===== config.mk =====
export PLATFORM = sky130hd
export DESIGN_NAME = eject_reassembly
export DESIGN_NICKNAME = d
export VERILOG_FILES = /design/src/rtl/eject_reassembly.sv
export SDC_FILE = /design/constraint.sdc
export NUM_CORES = 1
export LEC_CHECK = 0
export ABC_AREA = 0
export BUFFER_PORTS_ARGS = -buffer_cell sky130_fd_sc_hd__buf_4
export CORE_ASPECT_RATIO = 1.4
export CORE_MARGIN = 4
export CORE_UTILIZATION = 35
export CTS_CLUSTER_DIAMETER = 50
export CTS_CLUSTER_SIZE = 24
export DETAILED_ROUTE_END_ITERATION = 12
export GPL_TIMING_DRIVEN = 1
export SLEW_MARGIN = 20
export SYNTH_ARGS = -nofsm -noshare
export SYNTH_HDL_FRONTEND = slang
export SYNTH_SLANG_ARGS = --single-unit

===== constraint.sdc =====
create_clock -name clk -period 3.95 [get_ports clk]
set_clock_uncertainty 0.05 [all_clocks]
set_input_delay 0.395 -clock clk [delete_from_list [all_inputs] [get_ports clk]]
set_output_delay 0.395 -clock clk [all_outputs]
set_load 0.005 [all_outputs]

===== src/rtl/eject_reassembly.sv =====
// eject_reassembly
//   Ejection stage behind the BLESS router local output. The router delivers
//   the flits of a packet in any order, and flits of different packets may be
//   interleaved. This block collects flits per packet ID in a small
//   reassembly table. Each complete 4-flit packet is presented to the local
//   core over a valid/ready interface. The block never stalls the router;
//   any flit it cannot store is dropped and flagged.
//
// Ports
//   clk, reset       clock and asynchronous active-low reset
//   din, din_valid   flit from router: {PKTID[6],FLITID[2],TIME[8],X[4],Y[4],DATA}
//   pkt_valid/ready  packet handshake to the core
//   pkt_id/time/dst  header of the presented packet (time/dst come from flit 0)
//   pkt_data         payload; the data of flit k is at [k*WIDTH_DATA +: WIDTH_DATA]
//   drop_ovf/dup     one-cycle pulse for a flit dropped (table full / duplicate)
//   stat_drop_cnt    saturating count of dropped flits
//   stat_pkt_cnt     wrapping count of delivered packets
//
// Build option
//   EJECT_STATS_EN   when defined, the statistics counters are implemented.
//                    When undefined, both stat ports are tied to 0.

`ifndef WIDTH_DATA
`define WIDTH_DATA 32
`endif
`ifndef WIDTH_PORT
`define WIDTH_PORT (24 + `WIDTH_DATA)
`endif

module eject_reassembly #(
  parameter int NUM_ENTRIES = 4,
  parameter int IDX_W       = 2
) (
  input  logic                      clk,
  input  logic                      reset,
  input  logic [`WIDTH_PORT-1:0]    din,
  input  logic                      din_valid,
  output logic                      pkt_valid,
  input  logic                      pkt_ready,
  output logic [5:0]                pkt_id,
  output logic [7:0]                pkt_time,
  output logic [7:0]                pkt_dst,
  output logic [4*`WIDTH_DATA-1:0]  pkt_data,
  output logic                      drop_ovf,
  output logic                      drop_dup,
  output logic [15:0]               stat_drop_cnt,
  output logic [15:0]               stat_pkt_cnt
);

  localparam int WD = `WIDTH_DATA;
  localparam int WP = `WIDTH_PORT;

  typedef enum logic [1:0] {FREE = 2'd0, COLLECT = 2'd1, DONE = 2'd2} ent_state_t;

  // flit field decode
  logic [5:0]    f_id;
  logic [1:0]    f_flit;
  logic [7:0]    f_time, f_dst;
  logic [WD-1:0] f_data;

  assign f_id   = din[WP-1  -: 6];
  assign f_flit = din[WP-7  -: 2];
  assign f_time = din[WP-9  -: 8];
  assign f_dst  = din[WP-17 -: 8];
  assign f_data = din[WD-1:0];

  // reassembly table
  ent_state_t                       st     [NUM_ENTRIES];
  ent_state_t                       st_nxt [NUM_ENTRIES];
  logic [NUM_ENTRIES-1:0][5:0]      e_id;
  logic [NUM_ENTRIES-1:0][3:0]      e_mask;
  logic [NUM_ENTRIES-1:0][7:0]      e_time, e_dst;
  logic [NUM_ENTRIES-1:0][3:0][WD-1:0] e_data;

  logic [IDX_W-1:0] rr_ptr;

  // lookup: at most one live entry can carry a given pkt_id. The loop runs
  // from the highest index down, so the lowest index wins for both searches.
  logic             hit, free_any, hit_dup;
  logic [IDX_W-1:0] hit_idx, free_idx;

  always_comb begin
    hit      = 1'b0;
    hit_idx  = '0;
    free_any = 1'b0;
    free_idx = '0;
    for (int i = NUM_ENTRIES-1; i >= 0; i--) begin
      if (st[i] != FREE && e_id[i] == f_id) begin
        hit     = 1'b1;
        hit_idx = IDX_W'(i);
      end
      if (st[i] == FREE) begin
        free_any = 1'b1;
        free_idx = IDX_W'(i);
      end
    end
  end

  // A flit that hits a DONE entry is also a duplicate. This covers an entry
  // being unloaded this very cycle: it only becomes FREE after the edge.
  assign hit_dup = (st[hit_idx] == DONE) || e_mask[hit_idx][f_flit];

  logic             wr, wr_alloc, ovf_nxt, dup_nxt;
  logic [IDX_W-1:0] wr_idx;
  logic [3:0]       wr_mask;

  assign wr_alloc = !hit;
  assign wr       = din_valid && (hit ? !hit_dup : free_any);
  assign wr_idx   = hit ? hit_idx : free_idx;
  assign wr_mask  = (wr_alloc ? 4'b0000 : e_mask[wr_idx]) | (4'b0001 << f_flit);
  assign ovf_nxt  = din_valid && !hit && !free_any;
  assign dup_nxt  = din_valid && hit && hit_dup;

  // round-robin pick of the next DONE entry, starting at rr_ptr
  logic             sel_any;
  logic [IDX_W-1:0] sel_idx;

  always_comb begin
    int j;
    j       = 0;
    sel_any = 1'b0;
    sel_idx = '0;
    for (int k = 0; k < NUM_ENTRIES; k++) begin
      j = int'(rr_ptr) + k;
      if (j >= NUM_ENTRIES) j = j - NUM_ENTRIES;
      if (!sel_any && st[j] == DONE) begin
        sel_any = 1'b1;
        sel_idx = IDX_W'(j);
      end
    end
  end

  logic load, take;
  assign load = !pkt_valid || pkt_ready;
  assign take = load && sel_any;

  // Per-entry next state. Writes never target the entry being unloaded:
  // that entry is DONE, so a flit for it is treated as a duplicate.
  always_comb begin
    for (int i = 0; i < NUM_ENTRIES; i++) begin
      st_nxt[i] = st[i];
      if (take && sel_idx == IDX_W'(i))
        st_nxt[i] = FREE;
      else if (wr && wr_idx == IDX_W'(i))
        st_nxt[i] = (wr_mask == 4'b1111) ? DONE : COLLECT;
    end
  end

  always_ff @(posedge clk or negedge reset) begin
    if (!reset) begin
      for (int i = 0; i < NUM_ENTRIES; i++) st[i] <= FREE;
      e_id   <= '0;
      e_mask <= '0;
      e_time <= '0;
      e_dst  <= '0;
      e_data <= '0;
    end else begin
      for (int i = 0; i < NUM_ENTRIES; i++) st[i] <= st_nxt[i];
      if (wr) begin
        e_mask[wr_idx]         <= wr_mask;
        e_data[wr_idx][f_flit] <= f_data;
        if (wr_alloc) e_id[wr_idx] <= f_id;
        if (f_flit == 2'd0) begin
          e_time[wr_idx] <= f_time;
          e_dst[wr_idx]  <= f_dst;
        end
      end
    end
  end

  // output register and drop pulses
  always_ff @(posedge clk or negedge reset) begin
    if (!reset) begin
      pkt_valid <= 1'b0;
      pkt_id    <= '0;
      pkt_time  <= '0;
      pkt_dst   <= '0;
      pkt_data  <= '0;
      rr_ptr    <= '0;
      drop_ovf  <= 1'b0;
      drop_dup  <= 1'b0;
    end else begin
      drop_ovf <= ovf_nxt;
      drop_dup <= dup_nxt;
      if (take) begin
        pkt_valid <= 1'b1;
        pkt_id    <= e_id[sel_idx];
        pkt_time  <= e_time[sel_idx];
        pkt_dst   <= e_dst[sel_idx];
        pkt_data  <= e_data[sel_idx];
        rr_ptr    <= (sel_idx == IDX_W'(NUM_ENTRIES-1)) ? '0 : sel_idx + 1'b1;
      end else if (load) begin
        pkt_valid <= 1'b0;
      end
    end
  end

`ifdef EJECT_STATS_EN
  always_ff @(posedge clk or negedge reset) begin
    if (!reset) begin
      stat_drop_cnt <= '0;
      stat_pkt_cnt  <= '0;
    end else begin
      if ((ovf_nxt || dup_nxt) && stat_drop_cnt != 16'hFFFF)
        stat_drop_cnt <= stat_drop_cnt + 16'd1;
      if (pkt_valid && pkt_ready)
        stat_pkt_cnt <= stat_pkt_cnt + 16'd1;
    end
  end
`else
  assign stat_drop_cnt = '0;
  assign stat_pkt_cnt  = '0;
`endif

endmodule


==> impl_metrics.toml, run 1 <==
[status]
status = "finished, final reports clean"

[floorplan]
core_area_um2 = 100000
chipHeight_um = 385
start_util_pct = 35.4
fp.dieW_um = 277
std_cell_rows = 137
dieArea_um2 = 107000
ios = 245

[synthesis]
avgSynthCellArea_um2 = 10.9
synth_cells = 3244
synth_most_common_cell = "nand2_1"
synth-edff-count = 0
synth.top_cells.by_count = "nand2_1, dfrtp_1, mux2_2, o21ai_0, clkbuf_1"
synth_flop_cell = "dfrtp_1"
yosys_warnings = 0
async_reset_ff_share_pct = 100
synth_area_um2 = 35500
synth_area_leaders = "dfrtp_1, mux2_2, nand2_1, mux2_4, o21ai_0"
synth_top_area_cell = "dfrtp_1"
synth.distinct_cells = 60
yosys.area.top_type_share_pct = 54.9
synth_seq_cells = 779
ys_seq_area_share_pct = 54.9

[cells_and_area]
seq_area_um2 = 19500
drive_gt1_share_pct = 28.6
syn_to_final_growth_pct = 16.9
multi_input_area_um2 = 14800
nFillCells = 9667
fin_cells = 4767
final_cell_area_um2 = 41500
num-nets-final = 3450
fin_util_pct = 41.4

[route]
drc = 0
routedWlPerCell_um = 19.0
vias_per_cell = 5.01
routed_wl_um = 90600
via_count = 23865
drt-pass1-iter-count = 5
drt_iter0_drc = 1511
drtAntennaViolNets = 0

[global_routing]
antenna_found_initial = 3
gr-total-overflow = 0
grt.total_usage_pct = 16.9
grt_pass1_vias = 23995
grt_start_max_net_pins = 147
grt_pass1_wl_um = 144000

[sta]
fin_tns_setup_ps = 0
setup_viol = 0
clock.fmax_mhz = 287
period_needed_ps = 3480
worstMarginPinSlew_ps = 829
fin_crit_sh_pct = 88.1
maxSlewViolCount = 0
rsz0062_at_grt = "false"
max_slew_margin_pct = 44.7
hold_violations = 0

[power_and_ir_drop]
switching_share_pct = 31.1
pwr-share-clk_pct = 27.5
p_leak_nw = 19.2
p_per_area_nw_per_um2 = 661
intPower_mw = 18.9
power.switching_mw = 8.53
p_total_mw = 27.4
sequentialPowerShare_pct = 46.2
max-vdd-ir-drop_v = 0.000378
comb_power_share_pct = 26.3

[min_path]
hp-class = "input pin to flip-flop"
hold_path_depth = 2

[placement]
place.gp.congestion = 0.844
dp_cells = 4605
io_buffers = 212
dp_hpwl_um = 56400
dpl_cell_area_um2 = 38600

[critical_path]
path_cells = "dlygate4sd3_1 > buf_4 > xor2_1 > or4_4 > o2111ai_1 > a311oi_1 > a221oi_1 > nand3_1 > buf_4 > a21boi_4 > buf_12 > mux2_2"
r2r_start = "e_id[17]"
crit_type = "input pin to flip-flop"
reg2reg_depth = 10
cp_slowest_cell = "or4_4"
endpoint = "e_data[149]"
required_ps = 4440
regToRegSetupSlack_ps = 530
path_max_fanout = 48
crit_start = "din[55]"
r2r-end = "e_data[149]"
cpPeakStageDelay_ps = 570
arrival_ps = 3970
crit_path_frequent_cell = "buf_4"
critPathLaunchType = "input pin"
cp-end-kind = "flip-flop"

[cts]
cts_setup_buffers = 0
cts.path.max_buffers = 3
clk-insertion-delay-late_ps = 670
numClockSinks = 779
h-tree-depth = 3
root_buffer = "clkbuf_16"
cts_tree = "yes"
path_clk_slew_ps = 80
cts_buffers = 72

[run]
drv_cap = 0
critical path: cells and delay by family:
kind	cells	cell delay [ps]
AO/OA/AOI/OAI	4	990
XOR/XNOR	1	180
buffers and inverters	4	1250
multiplexers	1	380
AND/OR/NAND/NOR	2	690
through the flow:
step | hold WS (ps) | setup slack (ps)
3_5_place_dp | 287 | 416
2_1_floorplan | 49.4 | 717
4_1_cts | 2.19 | 566
5_1_grt | 48.2 | 355
6_report | 59.5 | 471
3_3_place_gp | 286 | 457
cells in the final DEF, fill, tap and decap left out, types with 3 or more instances in the layout:
| cell type | netlist | layout |
|---|---|---|
| nand2_1 | 960 | 960 |
| buf_4 | 51 | 242 |
| mux2i_1 | 5 | 5 |
| a32oi_4 | 0 | 4 |
| mux2_2 | 401 | 401 |
| nor4_1 | 4 | 4 |
| o21ai_0 | 308 | 308 |
| nor2b_1 | 7 | 7 |
| buf_12 | 0 | 41 |
| clkinv_8 | 0 | 12 |
| mux2_4 | 140 | 140 |
| xor2_1 | 15 | 15 |
| nor3b_1 | 3 | 3 |
| dlygate4sd3_1 | 0 | 27 |
| ha_1 | 4 | 4 |
| o2111ai_1 | 3 | 3 |
| nor2_1 | 22 | 22 |
| nor3_1 | 6 | 5 |
| clkbuf_16 | 0 | 73 |
| conb_1 | 1 | 32 |
| clkbuf_1 | 174 | 3 |
| nand3_1 | 159 | 159 |
| a221oi_1 | 3 | 3 |
| clkinvlp_4 | 0 | 5 |
| inv_12 | 0 | 4 |
| a32o_4 | 4 | 6 |
| a21oi_1 | 6 | 6 |
| xnor2_1 | 9 | 9 |
| inv_6 | 0 | 14 |
| inv_8 | 0 | 14 |
| dfrtp_1 | 779 | 779 |
| and2_1 | 8 | 8 |
| a21boi_4 | 0 | 4 |
| mux2_1 | 63 | 63 |
| and3_1 | 5 | 5 |
flip-flops by register name, indices dropped and copies added (netlist names), 2 cells and up:
| register | flops |
|---|---|
| e_data | 512 |
| e_mask | 16 |
| pkt_id | 6 |
| e_dst | 32 |
| pkt_dst | 8 |
| rr_ptr | 2 |
| pkt_time | 8 |
| e_time | 32 |
| e_id | 24 |
| st | 8 |
| pkt_data | 128 |
final cells by class:
| class | count | share of cell area (%) |
|---|---|---|
| clock buffers | 78 | 4.50 |
| clock inverters | 56 | 1.73 |
| inverters | 3 | 0.0453 |
| well taps | 1320 | 3.98 |
| repair buffers | 311 | 7.05 |
| flip-flops and latches | 779 | 47.0 |
| multi-input cells | 2219 | 35.7 |
| diodes | 1 | 0.00604 |
kinds of logic after synthesis:
family | after synthesis | share of synthesized area [%]
other | 1 | 0.0106
flip-flops | 779 | 54.9
AO/OA/AOI/OAI | 361 | 5.86
AND/OR/NAND/NOR | 1188 | 13.5
multiplexers | 610 | 20.9
buffers and inverters | 277 | 4.05
XOR/XNOR | 24 | 0.593
adder cells (fa/ha/maj) | 4 | 0.141
what timing repair did:
| item | CTS | global route |
|---|---|---|
| hold buffers | 27 | 0 |
| resized for setup | 0 | 0 |
| hold endpoints to repair | 158 | 0 |
metal layers:
layer | share of wire, % | routed length, um | track usage, %
met1 | 45 | 41000 | 23.0
met2 | 48 | 43700 | 27.9
met3 | 4.1 | 3700 | 2.62
met4 | 2.3 | 2110 | 5.11
met5 | 0 | 0 | 0
how the worst min path moves through the flow:
| stage | start | endpoint |
|---|---|---|
| finish | din[20] | e_data[404] |
| global route | din[20] | e_data[404] |
| CTS | din[20] | e_data[404] |
| detailed placement | reset | e_data[344] |
| global placement | reset | e_data[342] |
| floorplan | reset | drop_dup |
power by group through the flow:
stage / Clock [mW] / Sequential (mW) / Combinational [mW]
after floorplan: 0 / 12.4 / 5.01
after CTS: 7.80 / 12.7 / 7.34
after global routing: 8.11 / 13.1 / 8.03
after global placement: 0 / 12.7 / 7.10
final: 7.55 / 12.7 / 7.21
after detailed placement: 0 / 12.8 / 7.30
Power figures use the tool's default switching activity.
==> inputs of run 2 (changes only) <==
- CORE_UTILIZATION: 35 -> 60
- PLACE_DENSITY: not set -> 0.79
- SKIP_CTS_REPAIR_TIMING: not set -> 1
==> run 2 against run 1 <==
Compared with the run above: maximum frequency decreased by 5.1%; clock power fell by 22%; design area is 3.9% lower; power decreased by 5.4%; setup slack lost 190 ps; utilization grew 27 points; critical endpoint is now e_data[142]; highest routed layer unchanged.
==> impl_metrics.toml, run 2 (synthesized netlist as in run 1, its figures left out) <==
[sta]
maxSlewViolCount = 0
fin_tns_setup_ps = 0
rsz0062_at_grt = "false"
period_needed_ps = 3660
clock.fmax_mhz = 273
hold_violations = 0
setup_viol = 0
fin_crit_sh_pct = 92.8
setup_slack_ps = 286
max_slew_margin_pct = 34.0
worstMarginPinSlew_ps = 990

[power_and_ir_drop]
p_per_area_nw_per_um2 = 650
max-vdd-ir-drop_v = 0.000355
p_leak_nw = 18.7

[cells_and_area]
nFillCells = 4182
largest_reg_flops = 512
fin_util_pct = 68.0
top_register = "e_data"
reg_top3 = "e_data (512), pkt_data (128)"
syn_to_final_growth_pct = 12.3
final_common_cell = "nand2_1"
drive_gt1_share_pct = 27.8
final_cell_mix = "nand2_1, dfrtp_1, mux2_2"
antennaDiodeCount = 0
final_cell_area_um2 = 39900
num-nets-final = 3417

[critical_path]
arrival_ps = 4120
critPathLaunchType = "flip-flop"
cp-end-kind = "flip-flop"
r2r_start = "e_id[17]"
path_max_fanout = 22
regToRegSetupSlack_ps = 290
required_ps = 4400
crit_type = "flip-flop to flip-flop"
reg2reg_depth = 9
r2r-end = "e_data[142]"

[floorplan]
chipHeight_um = 296
ios = 245
std_cell_rows = 105
dieArea_um2 = 63100
fp.dieW_um = 214
core_area_um2 = 58600
start_util_pct = 60.5

[cts]
cts_tree = "yes"
cts.path.max_buffers = 3
h-tree-depth = 2
path_clk_slew_ps = 90
root_buffer = "clkbuf_16"
numClockSinks = 779
clk-insertion-delay-late_ps = 640
cts_buffers = 51

[min_path]
whs_endpoint = "e_id[17]"
hold_path_depth = 3
min_from = "din[55]"
hp-class = "input pin to flip-flop"

[placement]
pre_cts_slack_ps = 176
dpl_cell_area_um2 = 37900
dp_hpwl_um = 54200
io_buffers = 212
place.gp.congestion = 0.888

[route]
drtAntennaViolNets = 0
drt-pass1-iter-count = 5
via_count = 24456
drc = 0
drt_iter0_drc = 1791
routedWlPerCell_um = 20.9
routed_wl_um = 86800
vias_per_cell = 5.90

[status]
status = "finished, final reports clean"

[global_routing]
grt_pass1_vias = 25319
antenna_found_initial = 0
grt_start_max_net_pins = 181
grt.total_usage_pct = 27.5
grt_pass1_wl_um = 139000
gr-total-overflow = 0

[run]
drv_cap = 0
run 2: layer usage:
metal / global-route usage, % / routed length (um) / vias to the layer above
met5: 0 / 0 / -
met1: 36.7 / 36200 / 12581
li1: - / - / 11055
met2: 47.6 / 44400 / 672
met4: 7.98 / 2340 / 0
met3: 3.45 / 3810 / 148
run 2: worst max-delay path, cell delays in order (launching register included):
cell and delay [ps]:
dfrtp_1 410, xor2_1 170, or4_4 570, o2111ai_1 240, a311oi_1 190, a221oi_1 400
nand3_1 480, a21boi_4 410, buf_12 240, mux2_1 360
run 2: report_power, final:
part	switching, mW	total (mW)	internal, mW
clock network	3.09	5.86	2.77
registers	1.80	12.8	11.0
logic	3.23	7.25	4.02
total	8.12	25.9	17.8
run 2: through the flow:
stage / total power [mW] / cells / hold slack [ps]
6_report: 25.9 / 4142 / 6.82
5_1_grt: 27.4 / 4142 / 2.24
4_1_cts: 26.1 / 4125 / -180
3_5_place_dp: 20.2 / 4032 / 423
3_3_place_gp: 19.5 / 4032 / 414
2_1_floorplan: 17.4 / 3275 / 49.4
run 2: worst max-delay path by stage:
stage / end / startpoint / slack [ps] / depth (start not counted)
global route: e_data[15] / e_id[17] / 160 / 10
global placement: e_time[11] / din[55] / 240 / 10
finish: e_data[142] / e_id[17] / 290 / 9
detailed placement: e_data[152] / din[55] / 180 / 10
floorplan: e_data[281] / din[55] / 720 / 12
CTS: e_data[142] / e_id[17] / 340 / 9
run 2: area by class of cell:
class                           count  area (um^2)  area share (%)
Sequential cell                   779        19500            48.9
Multi-Input combinational cell   2219        14800            37.1
Clock inverter                     40          504            1.27
Clock buffer                       53         1290            3.25
Timing Repair Buffer              299         2820            7.08
Inverter                            3         18.8          0.0471
Tap cell                          749          937            2.35
